[src/rtl/mem_arbiter2.sv]
// Two-port arbiter in front of a single-port synchronous RAM. Grants are combinational;
// read data returns one cycle after the grant on the port that issued the read.
module mem_arbiter2 #(
  parameter int unsigned ADDR_W     = 12,
  parameter int unsigned DATA_W     = 32,
  parameter int unsigned FIXED_PRI  = 0,
  parameter int unsigned STARVE_MAX = 4
) (
  input  logic              clk,
  input  logic              resetb,
  input  logic              a_req,
  input  logic              a_rnw,
  input  logic [ADDR_W-1:0] a_addr,
  input  logic [DATA_W-1:0] a_wdata,
  output logic              a_gnt,
  output logic              a_rvalid,
  output logic [DATA_W-1:0] a_rdata,
  input  logic              b_req,
  input  logic              b_rnw,
  input  logic [ADDR_W-1:0] b_addr,
  input  logic [DATA_W-1:0] b_wdata,
  output logic              b_gnt,
  output logic              b_rvalid,
  output logic [DATA_W-1:0] b_rdata,
  output logic              ram_cs,
  output logic              ram_rnw,
  output logic [ADDR_W-1:0] ram_address,
  output logic [DATA_W-1:0] ram_din,
  input  logic [DATA_W-1:0] ram_dout
);

  localparam logic [3:0] StarveMax = 4'(STARVE_MAX);

  logic              last_b_q, last_b_d;
  logic [3:0]        starve_q, starve_d;
  logic [1:0]        rtag_q, rtag_d;
  logic [ADDR_W-1:0] addr_q, addr_d;
  logic [DATA_W-1:0] din_q, din_d;
  logic              b_win;

  always_comb begin
    a_gnt = 1'b0;
    b_gnt = 1'b0;
    b_win = 1'b0;
    if (resetb) begin
      if (a_req && b_req) begin
        if (FIXED_PRI != 0) b_win = (starve_q == StarveMax);
        else                b_win = !last_b_q;
        a_gnt = !b_win;
        b_gnt = b_win;
      end else begin
        a_gnt = a_req;
        b_gnt = b_req;
      end
    end
  end

  // Address and write data hold their last granted values when idle.
  always_comb begin
    ram_rnw = 1'b1;
    addr_d  = addr_q;
    din_d   = din_q;
    if (a_gnt) begin
      ram_rnw = a_rnw;
      addr_d  = a_addr;
      din_d   = a_wdata;
    end else if (b_gnt) begin
      ram_rnw = b_rnw;
      addr_d  = b_addr;
      din_d   = b_wdata;
    end
  end

  assign ram_cs      = a_gnt | b_gnt;
  assign ram_address = addr_d;
  assign ram_din     = din_d;

  always_comb begin
    last_b_d = last_b_q;
    if (a_gnt) last_b_d = 1'b0;
    if (b_gnt) last_b_d = 1'b1;
    starve_d = starve_q;
    if (!b_req || b_gnt)          starve_d = 4'd0;
    else if (starve_q >= StarveMax) starve_d = StarveMax;
    else                          starve_d = starve_q + 4'd1;
    rtag_d = {b_gnt & b_rnw, a_gnt & a_rnw};
  end

  // Gating with resetb keeps a read issued just before reset from surfacing.
  assign a_rvalid = rtag_q[0] & resetb;
  assign b_rvalid = rtag_q[1] & resetb;
  assign a_rdata  = ram_dout;
  assign b_rdata  = ram_dout;

  always_ff @(posedge clk) begin
    if (!resetb) begin
      last_b_q <= 1'b1;
      starve_q <= 4'd0;
      rtag_q   <= 2'b00;
      addr_q   <= '0;
      din_q    <= '0;
    end else begin
      last_b_q <= last_b_d;
      starve_q <= starve_d;
      rtag_q   <= rtag_d;
      addr_q   <= addr_d;
      din_q    <= din_d;
    end
  end

endmodule

[config.mk]
export PLATFORM = sky130hd
export DESIGN_NAME = mem_arbiter2
export DESIGN_NICKNAME = d
export VERILOG_FILES = /design/src/rtl/mem_arbiter2.sv
export SDC_FILE = /design/constraint.sdc
export NUM_CORES = 1
export LEC_CHECK = 0
export ABC_CLOCK_PERIOD_IN_PS = 3600
export CAP_MARGIN = 5
export CORE_AREA = 5 5 91 110
export CTS_BUF_LIST = sky130_fd_sc_hd__clkbuf_8
export DETAILED_ROUTE_END_ITERATION = 10
export DIE_AREA = 0 0 96 115
export GPL_TIMING_DRIVEN = 0
export PLACE_DENSITY = 0.89
export SKIP_CTS_REPAIR_TIMING = 1
export SKIP_LAST_GASP = 1
export SLEW_MARGIN = 20
export SYNTH_ARGS = -nofsm -noshare
export SYNTH_HDL_FRONTEND = slang
export SYNTH_SLANG_ARGS = --single-unit
[constraint.sdc]
create_clock -name clk -period 3.6 [get_ports clk]
set_input_delay 0.72 -clock clk [delete_from_list [all_inputs] [get_ports clk]]
set_output_delay 0.72 -clock clk [all_outputs]
set_load 0.01 [all_outputs]
==> flow_summary.toml, run 1 <==
[placed_design]
dp_cells = 658
placed_cell_area_sq_um = 5570
dp_hpwl_um = 9260
numPortBuffers = 207
place.gp.congestion = 0.807

[clock_tree]
clock_path_buffers = 2
clk_pin_slew_ns = 0.08
clock_latency_ns = 0.30
cts_tree = "yes"
cts.htree.levels = 2
cts-root-buf = "clkbuf_8"
clock-sinks = 47
cts_buffers = 5

[sta]
final_hold_viol_count = 0
setup_viol = 0
max_freq_mhz = 287
whs_ns = 0.544
fin_crit_ns = 3.48
finalClockSkew_ns = 0.00562
rsz0062_at_grt = "yes"
maxSlewViolCount = 0
tns_ns = 0
tightestPinTransition_ns = 0.435
slew_headroom = 0.710
fin_crit_sh = 0.968

[worst_setup_path]
cpPeakStageDelay_ns = 0.61
startpoint_type = "input port"
crit_type = "input port to primary output"
cp.required_ns = 2.88
worstPathCellList = "clkdlybuf4s50_1 > nand2_2 > clkbuf_2 > nor3_1 > nor2_1 > clkdlybuf4s50_1"
critPathMaxFanout = 10
cp.buffers_inverters = 3
worst-endpoint-arrival_ns = 2.76
critPathTopFamily = "buffers and inverters"
worst_setup_path_end_kind = "primary output"
rrSetupSlack_ns = 2.26
crit_start = "resetb"
cpMaxStageDelayCell = "clkdlybuf4s50_1"
worst_path_most_repeated_cell = "clkdlybuf4s50_1"
reg2reg_from = "last_b_q"

[floorplanning]
die_w_um = 96
core_area_sq_um = 8840
die_h_um = 115
dieArea_sq_um = 11000
start_util = 0.379
io_pins = 240
rows = 38

[flow_run]
cap_violations = 0

[detailed_routing]
avgRoutedWirePerCell_um = 17.1
vias = 3288
ant_nets = 0
drc_errors = 0
wl_um = 11400
dr.pass1.iters = 4
first_iter_violations = 74
via_per_inst = 4.94

[layout]
layout_common_cells = "clkdlybuf4s50_1 (207), buf_4 (72), nor2_1 (47), dfxtp_1 (47), nor3_1 (43)"
syn_to_final_growth_pct = 69.4
n_antenna_cell = 0
final_common_cell = "clkdlybuf4s50_1"
stdcell_area_sq_um = 5670
drive_gt1_frac = 0.324
final_cells = 666
nets = 671

[synthesis]
synth_top_area_frac = 0.281
syn_area_per_cell_sq_um = 10.1
yosysSeqAreaShare = 0.281
syn_inst = 331
synthesis.area_sq_um = 3350
yosysWarningCount = 0
ys_ff_latch = 47
synth_cell_types = 21
synth_top_cell_by_area = "dfxtp_1"
ys_top_cells_by_area = "dfxtp_1 (28%), o32ai_2 (19%), buf_4 (16%), nor3b_2 (15%), nor3_1 (6.9%)"
syn_nets = 457

[pwr]
p_int_mw = 1.11
total_power_mw = 1.59
vdd_drop_max_mv = 0.152
power_density_nw_per_um2 = 280
p_leak_nw = 2.16
power_frac_comb = 0.438
switching_share = 0.302
seqPwrFrac = 0.364
p_sw_mw = 0.480
pwr-share-clk = 0.198

[grt]
grt-ovfl-total = 0
grt_max_degree = 14
antenna_found_initial = 0
grt_pass1_wl_um = 17500
grtUsageTotal = 0.204
first_global_vias = 3745

[min_path]
worst_hold_path_type = "flip-flop to flip-flop"
hp-start = "last_b_q"

[outcome]
outcome = "complete, no violations"
## logic make-up after synthesis
family / count (synthesis) / synth area share
simple gates: 144 / 0.293
buf+inv: 93 / 0.219
flops: 47 / 0.281
compound gates: 47 / 0.208
## sequential cells by signal, summed over array words and instances, names as in the netlist
| signal | cells |
|---|---|
| addr_q | 12 |
| din_q | 32 |
| last_b_q | 1 |
| rtag_q | 2 |
## layout make-up
cell class / instances / area [sq um]
plain buffers: 92 / 733
clock buffers: 5 / 68.8
clock inverters: 3 / 12.5
fillers: 720 / 3170
inverters: 1 / 3.75
multi-input cells: 191 / 1690
flip-flops and latches: 47 / 941
well taps: 120 / 150
repair buffers: 207 / 2070
## layer usage
layer | GRT usage | routed length [um] | up-vias
met5 | 0 | 0 | -
met4 | 0.0778 | 299 | 0
met3 | 0.0628 | 1060 | 25
met2 | 0.379 | 6100 | 166
met1 | 0.208 | 3950 | 1534
li1 | - | - | 1563
## cell usage after synthesis
cell type,count
buf_2,1
inv_1,1
o21ai_0,1
nand2_2,1
o21a_1,1
o32ai_1,5
a21oi_1,1
nor3b_1,5
o32ai_2,39
buf_6,6
buf_4,72
nor2_1,47
nor3_1,46
nor3b_2,39
dfxtp_1,47
nand2_4,1
and2_1,4
buf_12,4
clkbuf_1,8
nor2b_1,1
clkbuf_2,1
## worst register-to-register path: cells and delay by family, from the launching register on
family / cells / cell delay (ns)
buf+inv: 2 / 0.35
flops: 1 / 0.33
compound gates: 1 / 0.30
simple gates: 2 / 0.26
## power by group through the flow
stage	sequential (mW)	clock, mW	combinational, mW
final	0.578	0.315	0.697
after global placement	0.588	0	0.684
after CTS	0.579	0.324	0.702
after floorplan	0.587	0	0.343
after global routing	0.582	0.342	0.745
after detailed placement	0.591	0	0.699
## final timing paths
path                                  endpoint  cells after the start
worst max-delay path            ram_address[4]                      6
worst min-delay path                  last_b_q                      2
worst max register to register       din_q[24]                      5
worst min register to register        last_b_q                      2
## stage by stage
step / setup slack [ns] / utilization
floorplan: 1.34 / -
global placement: 0.0990 / 0.630
detailed placement: 0.0531 / 0.630
CTS: 0.0262 / 0.639
global route: -0.00122 / 0.641
finish: 0.115 / 0.641
Power figures use the tool's default switching activity.
==> run 2: changes to the inputs <==
SKIP_CTS_REPAIR_TIMING = not set   (was 1)
==> results of run 2 <==
No change in the layout: final DEF, timing and power equal those of run 1.
